<file path="src/rtl/serial_frame_receiver_pkg.sv">
// Shared constants for the serial link receive path.
// State encodings and line-level framing bits; the framing constants are
// also meant for the matching transmitter.
package serial_frame_receiver_pkg;

  localparam logic [1:0] ST_IDLE  = 2'd0;
  localparam logic [1:0] ST_DATA  = 2'd1;
  localparam logic [1:0] ST_STOP  = 2'd2;
  localparam logic [1:0] ST_BREAK = 2'd3;

  localparam logic START_BIT = 1'b0;
  localparam logic STOP_BIT  = 1'b1;

endpackage

</file>
<file path="src/rtl/serial_frame_receiver_rx_shift_stage.sv">
// rx_shift_stage: WIDTH-bit bidirectional shifter, receive-side mirror of the
// transmit shift register.
// Ports:
//   clk, reset     rising-edge clock, async active-high reset (clears q)
//   en             shift on this edge
//   lsb_first      1: shift right, din enters at MSB; 0: shift left, din enters at LSB
//   din            serial bit in
//   q              shifter contents
module rx_shift_stage #(
  parameter int WIDTH = 8
) (
  input  logic             clk,
  input  logic             reset,
  input  logic             en,
  input  logic             lsb_first,
  input  logic             din,
  output logic [WIDTH-1:0] q
);

  always_ff @(posedge clk or posedge reset) begin
    if (reset)
      q <= '0;
    else if (en) begin
      // After WIDTH shifts the first bit received lands in bit 0 (LSB-first)
      // or bit WIDTH-1 (MSB-first).
      if (lsb_first) q <= {din, q[WIDTH-1:1]};
      else           q <= {q[WIDTH-2:0], din};
    end
  end

endmodule

</file>
<file path="src/rtl/serial_frame_receiver.sv">
// serial_frame_receiver: framed serial receiver (start 0, WIDTH data, stop 1)
// with per-frame selectable bit order and a single-entry valid/ready output.
// Ports:
//   clk, reset   rising-edge clock, async active-high reset
//   bit_en       bit-sample strobe; sin only sampled when high
//   sin          serial line, idles high
//   lsb_first    bit order, captured with the start bit
//   rx_data      received word (held after accept)
//   rx_valid     holding register full
//   rx_ready     consumer accept
//   frame_err    1-cycle pulse: stop bit sampled low
//   overrun      1-cycle pulse: good frame dropped, holding register full
module serial_frame_receiver
  import serial_frame_receiver_pkg::*;
#(
  parameter int WIDTH = 8
) (
  input  logic             clk,
  input  logic             reset,
  input  logic             bit_en,
  input  logic             sin,
  input  logic             lsb_first,
  output logic [WIDTH-1:0] rx_data,
  output logic             rx_valid,
  input  logic             rx_ready,
  output logic             frame_err,
  output logic             overrun
);

  localparam int CW = $clog2(WIDTH);
  localparam logic [CW-1:0] LAST = CW'(WIDTH - 1);

  logic [1:0]       state;
  logic [CW-1:0]    cnt;
  logic             lsb_q;
  logic [WIDTH-1:0] sh;

  logic stop_smp, good, accept, load;

  assign stop_smp = bit_en && (state == ST_STOP);
  assign good     = stop_smp && (sin == STOP_BIT);
  assign accept   = rx_valid && rx_ready;
  // A consumer accepting in the same cycle frees the slot for the new word.
  assign load     = good && (!rx_valid || rx_ready);

  rx_shift_stage #(.WIDTH(WIDTH)) u_shift (
    .clk       (clk),
    .reset     (reset),
    .en        (bit_en && (state == ST_DATA)),
    .lsb_first (lsb_q),
    .din       (sin),
    .q         (sh)
  );

  always_ff @(posedge clk or posedge reset) begin
    if (reset) begin
      state <= ST_IDLE;
      cnt   <= '0;
      lsb_q <= 1'b0;
    end else if (bit_en) begin
      case (state)
        ST_IDLE: if (sin == START_BIT) begin
          state <= ST_DATA;
          cnt   <= '0;
          lsb_q <= lsb_first;
        end
        ST_DATA: begin
          if (cnt == LAST) begin
            state <= ST_STOP;
            cnt   <= '0;
          end else
            cnt <= cnt + 1'b1;
        end
        ST_STOP:  state <= (sin == STOP_BIT) ? ST_IDLE : ST_BREAK;
        // Held-low line after a framing error must go high before a new start.
        ST_BREAK: if (sin == STOP_BIT) state <= ST_IDLE;
        default:  state <= ST_IDLE;
      endcase
    end
  end

  always_ff @(posedge clk or posedge reset) begin
    if (reset) begin
      rx_data   <= '0;
      rx_valid  <= 1'b0;
      frame_err <= 1'b0;
      overrun   <= 1'b0;
    end else begin
      frame_err <= stop_smp && (sin != STOP_BIT);
      overrun   <= good && !load;
      if (load) begin
        rx_data  <= sh;
        rx_valid <= 1'b1;
      end else if (accept)
        rx_valid <= 1'b0;
    end
  end

endmodule
</file>
<file path="config.mk">
export PLATFORM = sky130hd
export DESIGN_NAME = serial_frame_receiver
export DESIGN_NICKNAME = d
export VERILOG_FILES = /design/src/rtl/serial_frame_receiver_pkg.sv /design/src/rtl/serial_frame_receiver_rx_shift_stage.sv /design/src/rtl/serial_frame_receiver.sv
export SDC_FILE = /design/constraint.sdc
export NUM_CORES = 1
export LEC_CHECK = 0
export CORE_UTILIZATION = 47
export DETAILED_ROUTE_END_ITERATION = 7
export PLACE_DENSITY = 0.73
export SYNTH_ARGS = -nofsm -noshare
export SYNTH_HDL_FRONTEND = slang
export SYNTH_HIERARCHICAL = 1
export SYNTH_SLANG_ARGS = --single-unit
</file>
<file path="constraint.sdc">
create_clock -name clk -period 1.55 [get_ports clk]
set_clock_uncertainty 0.15 [all_clocks]
set_input_delay 0.155 -clock clk [delete_from_list [all_inputs] [get_ports clk]]
set_output_delay 0.155 -clock clk [all_outputs]
set_load 0.1 [all_outputs]
</file>
==> results.md, run 1 <==
* NumNets Final at 126
* Max-Cap Viols at 0
* Initial DRC count at 12
* CTS tree: yes
* Commonest non-fill, non-tap cell in the layout: dfrtp_1
* Ys async rst share at 1.000
* Height of the die at ~52 um
* Synthesis-stage register bit count at 25
* Core Box Area at 2276 sq um
* Post-CTS Setup Inserts at 0
* Setup crit start kind: flip-flop
* Pleak at 0.7383 nW
* Bufs on Longest Clock Path at 2
* # diodes at 0
* P&R area growth vs syn at 34.01%
* Hold Path Cell Cnt at 2
* Worst VDD drop at 1.744 mV
* Sw power at 0.001451 W
* Comb power frac at 0.546
* Hold Crit Class: in2reg
* Tmin final at approximately 1500 ps
* Largest net degree at the start of global routing at 14
* Avg Cell Area, Syn at approximately 13 sq um
* Hold path endpoint: lsb_q
* Final hold violations at 0
* Setup violators final at 0
* Reg2Reg Setup Slack at 100 ps
* Skew-Pair Late Insertion Delay at 310 ps
* Vias at 743
* DR WL/cell at between 10 and 15 um
* M2 GR Usage at 0.3160
* R2R Path Start: state[0]
* WHS at roughly 310 ps
* Slowest-stage cell, CP: dfrtp_1
* CTS H-tree depth at 1
* Hold path startpoint: lsb_first
* Post-DP HPWL at between 1.5 and 2 mm
* Unrepaired setup endpoints after global routing: no
* DRC at 0
* Largest stage delay on the critical path at ~420 ps
* Clock Power Share at 0.087
* Commonest non-fill, non-tap cells in the layout: dfrtp_1 (24), buf_12 (12), buf_4 (11), nor2_1 (10), mux2i_1 (9)
* DRT Pass-1 Iters at 5
* Net Sw Frac at 0.4493
* Slew Limit Fails at 0
* Fmax at 0.6881 GHz
* Synthesized area at 1162 sq um
* Remaining antenna violation count at 0
* First-pass GRT wire length at 3.484 mm
* WP data arrival at 1510 ps
* Number of synthesized flops with an enable pin at 0
* WP data required at about 1600 ps
* CP Class: reg2reg
* Met3 usage at 0.02632
* Grt total ovfl at 0
* Number of buffers created by CTS at 3
* Buffers on Ports at 16
* Clk sinks at 25
* R2R depth at 4
* Initial Util at 0.5107
* Gr usage total at 0.1801
* Netlist cell types at 21
* Worst-path clk slew at 130 ps
* Clk Tree Root Cell: clkbuf_4
* Syn. warnings at 6
* Critical path fanouts, max at 8
* Post-Syn Instances at 91
* Status: completed
* Seq/Total Area, Yosys at 0.5382
* CP Capture Type: flip-flop
* Die W at 51.73 um
* Layout cells sized above 1 at 0.3504
* Final std cells w/o fill at 145
* Int Power at 0.001779 W
* Final wirelength at 1.945 mm
* Rows at 17
* Met1 Use GR at 0.2288
* Slew @ Worst Pin at between 400 and 500 ps
* Period utilization at 0.9376
* Top FF cell, synth: dfrtp_1
* Worst flop-to-flop path endpoint: rx_data[1]
* Initial antenna violation count at 0
* Placed cell count at 140
* Peak-usage layer in the global routing report: met2
* Via density at 5.124
* PwrDens at 2074 nW/um^2
* Slew headroom at 0.7045
* Syn nets at 99
* CP Cell Sequence: nand4b_4, nor2b_4, buf_12, mux2_4
* Die area at 2676 sq um
* Ports at 17
* Vias in the first global route at 807
* Reg power frac at 0.368
* Final GP Congestion at 0.7531
sequential cells by signal (all words and copies together) (netlist names):
signal     cells
u_shift/q      8
cnt            3
frame_err      1
rx_valid       1
state          2
overrun        1
lsb_q          1
rx_data        8
metal layers:
layer  vias up  wire length (um)
li1        366                 -
met1       361               886
met2        14               974
met3         2                70
met4         0                13
met5         -                 0
cell usage after synthesis (2+ instances only):
cell type / number / area, sq um
ha_1: 2 / 25.02
inv_1: 2 / 7.510
nor2_1: 11 / 41.29
a21oi_1: 7 / 35.03
o21ai_0: 2 / 10.01
nand2b_1: 2 / 12.51
a22o_1: 3 / 26.28
buf_4: 3 / 22.52
dfrtp_1: 25 / 625.6
a31oi_1: 2 / 12.51
mux2i_1: 9 / 90.09
mux2_4: 8 / 120.1
buf_6: 4 / 45.04
nand2_1: 4 / 15.01
worst max-delay path by stage:
stage | startpoint | to | slack (ps) | cells past startpoint
final | state[0] | rx_data[1] | 100 | 4
after global routing | state[0] | rx_data[1] | 50 | 4
after CTS | rx_valid | rx_data[1] | 90 | 4
after detailed placement | bit_en | u_shift/q[4] | -160 | 7
after global placement | sin | lsb_q | -150 | 4
after floorplan | rx_valid | rx_data[0] | -30 | 4
stage by stage:
step / total power (W) / util / worst slack [ps] / cell area, sq um / setup TNS (ps)
6_report: 0.003230 / 0.6844 / 96.73 / 1558 / 0
5_1_grt: 0.003416 / 0.6844 / 53.94 / 1558 / 0
4_1_cts: 0.003244 / 0.6833 / 88.88 / 1555 / 0
3_5_place_dp: 0.002962 / 0.6674 / -157.1 / 1519 / -2651
3_3_place_gp: 0.002912 / 0.6674 / -154.9 / 1519 / -2086
2_1_floorplan: 0.002394 / - / -26.17 / 1179 / -209.3
layout make-up:
cell class | count | area [sq um]
flip-flops and latches | 25 | 629.4
clock buffers | 4 | 26.28
inverters | 2 | 7.507
fillers | 152 | 718.2
multi-input cells | 57 | 476.7
well taps | 28 | 35.03
repair buffers | 29 | 382.9
cell families (layout without fill, tap and decap cells):
family / Yosys count / in the layout / share of synthesized area
buffers and inverters: 9 / 35 / 0.06458
adders and majority gates: 2 / 2 / 0.02153
AOI/OAI and AO/OA: 15 / 15 / 0.07966
DFF: 25 / 25 / 0.5382
muxes: 18 / 18 / 0.1905
and+or+nand+nor: 22 / 22 / 0.1055
power by group through the flow:
stage	combinational (W)	clock [W]	sequential, W
final	0.00176	0.000281	0.00119
after global placement	0.00172	0	0.00119
after global routing	0.00187	0.000327	0.00122
after CTS	0.00177	0.000287	0.00119
after floorplan	0.000707	0	0.00169
after detailed placement	0.00176	0	0.00120
timing repair:
| action | CTS | global route |
|---|---|---|
| hold endpoints to repair | 14 | 0 |
| resized for setup | 0 | 1 |
| endpoints found under the setup margin | 0 | 2 |
| hold buffers | 1 | 0 |
critical path, delay by kind of cell, from the launching register on:
kind	cells	cell delay [ps]
DFF	1	420
muxes	1	300
buffers and inverters	1	140
and+or+nand+nor	2	330
Power figures use the tool's default switching activity.
==> run 2, diff against run 1 <==
Settings changed: CORE_UTILIZATION 47 to 35, PLACE_DENSITY 0.73 to not set.
==> results.md, run 2 (synthesis gave the netlist of run 1 again) <==
* Status: completed
* WP buf/inv at 1
* Bufs on Longest Clock Path at 2
* DRT Pass-1 Iters at 4
* Layout cells sized above 1 at 0.3362
* Die W at about 60 um
* Number of buffers created by CTS at 3
* First-pass GRT wire length at 3.436 mm
* Int Power at between 0.0015 and 0.002 W
* Worst-path clk slew at 130 ps
* CP Class: reg2reg
* Commonest non-fill, non-tap cells in the layout: dfrtp_1 (24), buf_12 (13), nor2_1 (11), mux2i_1 (9), buf_4 (9)
* # diodes at 0
* Largest net degree at the start of global routing at 17
* Post-DP HPWL at 1.522 mm
* WP data arrival at around 1600 ps
* Net Sw Frac at 0.4493
* Core Box Area at between 3000 and 4000 sq um
* Vias in the first global route at 761
* Grt total ovfl at 0
* Post-Route Utilization at 0.5093
* Height of the die at around 60 um
* CTS H-tree depth at 1
* Remaining antenna violation count at 0
* Setup_tns at 0 ps
* CP Capture Type: flip-flop
* Gr usage total at 0.1328
* Final GP Congestion at 0.7414
* WP data required at 1620 ps
* Final Power at 0.003232 W
* CP Cell Sequence: nand4b_4, nor2b_4, buf_12, mux2_4
* Clk sinks at 25
* Commonest non-fill, non-tap cell in the layout: dfrtp_1
* Ports at 17
* NumNets Final at roughly 130
* Hold path endpoint: lsb_q
* Regs by FF count: rx_data x8, u_shift/q x8, cnt x3
* CP top delay family: flip-flops
* CTS tree: yes
* Worst flop-to-flop path endpoint: rx_data[2]
* Skew-Pair Late Insertion Delay at 330 ps
* Period utilization at 0.9529
* Largest stage delay on the critical path at 440 ps
* Rows at 20
* Via density at 4.575
* Post-CTS Resized at 0
* Clock Power Share at 0.092
* R2R depth at 4
* DR WL/cell at 12.35 um
* DRC at 0
* Pleak at 0.7382 nW
* Buffers on Ports at 16
* Hold Crit Class: in2reg
* Vias at 732
* Reg2Reg Setup Slack at 70 ps
* Final hold violations at 0
* Tmin final at 1477 ps
* Fmax at 0.6770 GHz
* Max-Cap Viols at 0
* PwrDens at between 2000 and 2500 nW/um^2
* P&R area growth vs syn at 35.95%
* Initial DRC count at 13
* Sw power at 0.001452 W
* Die area at 3556 sq um
* Slowest-stage cell, CP: dfrtp_1
* Hold Path Cell Cnt at 2
* Worst VDD drop at between 0.5 and 0.6 mV
* Hold path startpoint: lsb_first
* Slew Limit Fails at 0
* R2R Path Start: state[0]
* Clk Tree Root Cell: clkbuf_4
* Setup violators final at 0
* Critical path fanouts, max at 8
* Final wirelength at 1.976 mm
* Initial Util at 0.3746
* Slew headroom at 0.6942
* Setup crit start kind: flip-flop
* Initial antenna violation count at 0
* Unrepaired setup endpoints after global routing: no
* Reg power frac at 0.367
* Comb power frac at 0.541
* Slew @ Worst Pin at 458.7 ps
-- run 2: cell types whose count changed in the layout (fill, tap and decap cells not counted) --
cell / change
buf_12: +1
buf_4: -2
nor2_2: -1
nor2_1: +1
-- run 2: through the flow --
step                      instances  hold slack, ps  cell area [sq um]  setup slack [ps]
final                           160           303.3               1580             72.95
after global routing            160           289.2               1580             6.319
after CTS                       159           303.8               1573             49.91
after detailed placement        154           310.8               1536            -216.8
after global placement          154           300.3               1536            -170.3
after floorplan                  91          -179.3               1179            -26.17
-- run 2: power by group through the flow --
stage	Sequential, W	Clock (W)	Combinational, W
CTS	0.00119	0.000304	0.00174
global route	0.00123	0.000330	0.00185
global placement	0.00120	0	0.00171
floorplan	0.00169	0	0.000707
detailed placement	0.00121	0	0.00174
finish	0.00119	0.000298	0.00175
-- run 2: worst reg2reg max path, delay by kind of cell (launching register included) --
family / cells / cell delay [ps]
and+or+nand+nor: 2 / 360
DFF: 1 / 440
muxes: 1 / 300
buffers and inverters: 1 / 140
-- run 2: how the worst max path moves through the flow --
stage                  to  startpoint  cells past startpoint  slack [ps]
3_3_place_gp        lsb_q         sin                      4        -170
6_report       rx_data[2]    state[0]                      4          70
4_1_cts        rx_data[2]    state[0]                      4          50
2_1_floorplan  rx_data[0]    rx_valid                      4         -30
3_5_place_dp        lsb_q         sin                      4        -220
5_1_grt        rx_data[1]    state[0]                      4           6
-- run 2: area by class of cell --
class                   count  area (sq um)
fillers                   288          1523
flip-flops and latches     25         629.4
multi-input cells          57         474.2
repair buffers             28         387.9
well taps                  44         55.05
clock buffers               4         26.28
inverters                   2         7.507
-- run 2: routing by layer --
metal  vias to the layer above  wire length, um  track usage
met2                        13              936       0.2199
li1                        365                -            -
met1                       349              947       0.1628
met5                         -                0            0
met3                         5               46      0.02620
met4                         0               45      0.06977
-- run 2: repair_timing --
| item | CTS | global route |
|---|---|---|
| buffers inserted | 0 | 1 |
| setup endpoints to repair | 0 | 4 |
| hold buffers | 1 | 0 |
| endpoints found under the hold margin | 14 | 0 |
==> run 3, diff against run 2 <==
Clock period 1.55 ns to 1.4 ns, I/O delays scaled along.
==> results.md, run 3 (synthesis gave the netlist of run 1 again) <==
* Status: finished with violations
* Failing checks: setup timing
* Commonest non-fill, non-tap cell in the layout: dfrtp_1
* Initial DRC count at 11
* Reg2Reg Setup Slack at -30 ps
* Core Box Area at between 3000 and 4000 sq um
* DR WL/cell at about 12 um
* Critical Path Source: rx_valid
* Initial Util at 0.3746
* CP Cell Sequence: nand2b_4, nor2b_4, buf_12, mux2_4
* Vias at 767
* Worst VDD drop at between 0.6 and 0.7 mV
* Setup crit start kind: flip-flop
* R2R Path Start: rx_valid
* Clk sinks at 25
* Setup crit end: rx_data[6]
* Pleak at 0.7654 nW
* Fmax at 0.7012 GHz
* Skew-Pair Late Insertion Delay at roughly 330 ps
* First-pass GRT wire length at 3.298 mm
* Buffers on Ports at 16
* Layout cells sized above 1 at 0.3967
* Post-DP HPWL at 1.402 mm
* Final GP Congestion at 0.7184
* Final instance area at 1642 sq um
* Worst flop-to-flop path endpoint: rx_data[6]
* CP Capture Type: flip-flop
* Worst-path clk slew at 130 ps
* Worst slack, placed at -278.9 ps
* Critical path fanouts, max at 8
* WP data required at between 1000 and 1500 ps
* Height of the die at between 50 and 60 um
* Bufs on Longest Clock Path at 2
* Ports at 17
* Setup WS post-layout at -26.21 ps
* Clk Tree Root Cell: clkbuf_4
* Die area at between 3000 and 4000 sq um
* Slew Limit Fails at 0
* P&R area growth vs syn at 41.23%
* Tmin final at 1426 ps
* Gr usage total at 0.1297
* Largest stage delay on the critical path at 520 ps
* Vias in the first global route at 752
* Max-Cap Viols at 0
* Remaining antenna violation count at 0
* Hold Crit Class: in2reg
* Period utilization at 1.019
* R2R depth at 4
* Slew headroom at 0.7074
* CTS tree: yes
* WP data arrival at 1510 ps
* Unrepaired setup endpoints after global routing: yes
* Area after DPL at 1538 sq um
* Via density at 4.648
* DRC at 0
* Number of buffers created by CTS at 3
* WHS at 285.4 ps
* Regs by FF count: rx_data x8, u_shift/q x8, cnt x3
* NumNets Final at 130
* Initial antenna violation count at 0
* # diodes at 0
* # fillers at 289
* Slowest-stage cell, CP: dfrtp_4
* Grt total ovfl at 0
* Setup violators final at 9
* Rows at 20
* Commonest non-fill, non-tap cells in the layout: dfrtp_1 (23), buf_4 (13), buf_12 (12), nor2_1 (10)
* Post-Route Utilization at 0.5290
* Final hold violations at 0
* Slew @ Worst Pin at 438.9 ps
* CTS H-tree depth at 1
* Final wirelength at 2.029 mm
* CP Class: reg2reg
* Largest net degree at the start of global routing at 18
* DRT Pass-1 Iters at 4
* Die W at 59.63 um
* PwrDens at approximately 2300 nW/um^2
## run 3: report_power, final
group          switching [W]  total [W]  leakage [nW]  internal (W)
Sequential          0.000323    0.00132         0.296      0.000992
Clock               0.000225   0.000332        0.0177      0.000108
Combinational        0.00111    0.00205         0.451      0.000938
## run 3: metrics by stage
stage	instances	setup TNS (ps)	total power (W)
global placement	155	-4419	0.003237
global route	165	-644.6	0.003885
CTS	163	-327.3	0.003632
floorplan	91	-1409	0.002657
finish	165	-203.4	0.003698
detailed placement	155	-4704	0.003270
## run 3: critical path: cells and delay by family (launching register included)
| kind | cells | cell delay (ps) |
|---|---|---|
| buffers and inverters | 1 | 140 |
| flip-flops | 1 | 520 |
| multiplexers | 1 | 290 |
| AND/OR/NAND/NOR | 2 | 230 |
## run 3: worst min path at each step
stage / start / end / slack (ps) / depth (start not counted)
after global routing: lsb_first / lsb_q / 280 / 2
final: lsb_first / lsb_q / 290 / 2
after CTS: lsb_first / lsb_q / 280 / 2
after floorplan: reset / u_shift/q[0] / -190 / 1
after global placement: reset / u_shift/q[7] / 290 / 2
after detailed placement: reset / u_shift/q[6] / 300 / 2
## run 3: cell type report
class | count | area, sq um | area share
clock inverters | 1 | 5.005 | 0.003049
multi-input cells | 57 | 500.5 | 0.3049
repair buffers | 33 | 420.4 | 0.2561
clock buffers | 3 | 22.52 | 0.01372
inverters | 2 | 7.507 | 0.004573
well taps | 44 | 55.05 | 0.03354
flip-flops and latches | 25 | 630.6 | 0.3841
## run 3: routing by layer
layer / vias to the layer above / wire [um] / track usage
li1: 372 / - / -
met1: 370 / 978 / 0.1609
met2: 20 / 928 / 0.2071
met3: 5 / 61 / 0.01965
met4: 0 / 61 / 0.08970
met5: - / 0 / 0
## run 3: what timing repair did
item | 4_1_cts | 5_1_grt
pin swaps | 0 | 2
hold buffers | 1 | 0
setup buffers | 3 | 1
setup endpoints to repair | 18 | 20
cloned | 0 | 1
endpoints found under the hold margin | 25 | 0
gates resized for setup | 3 | 7
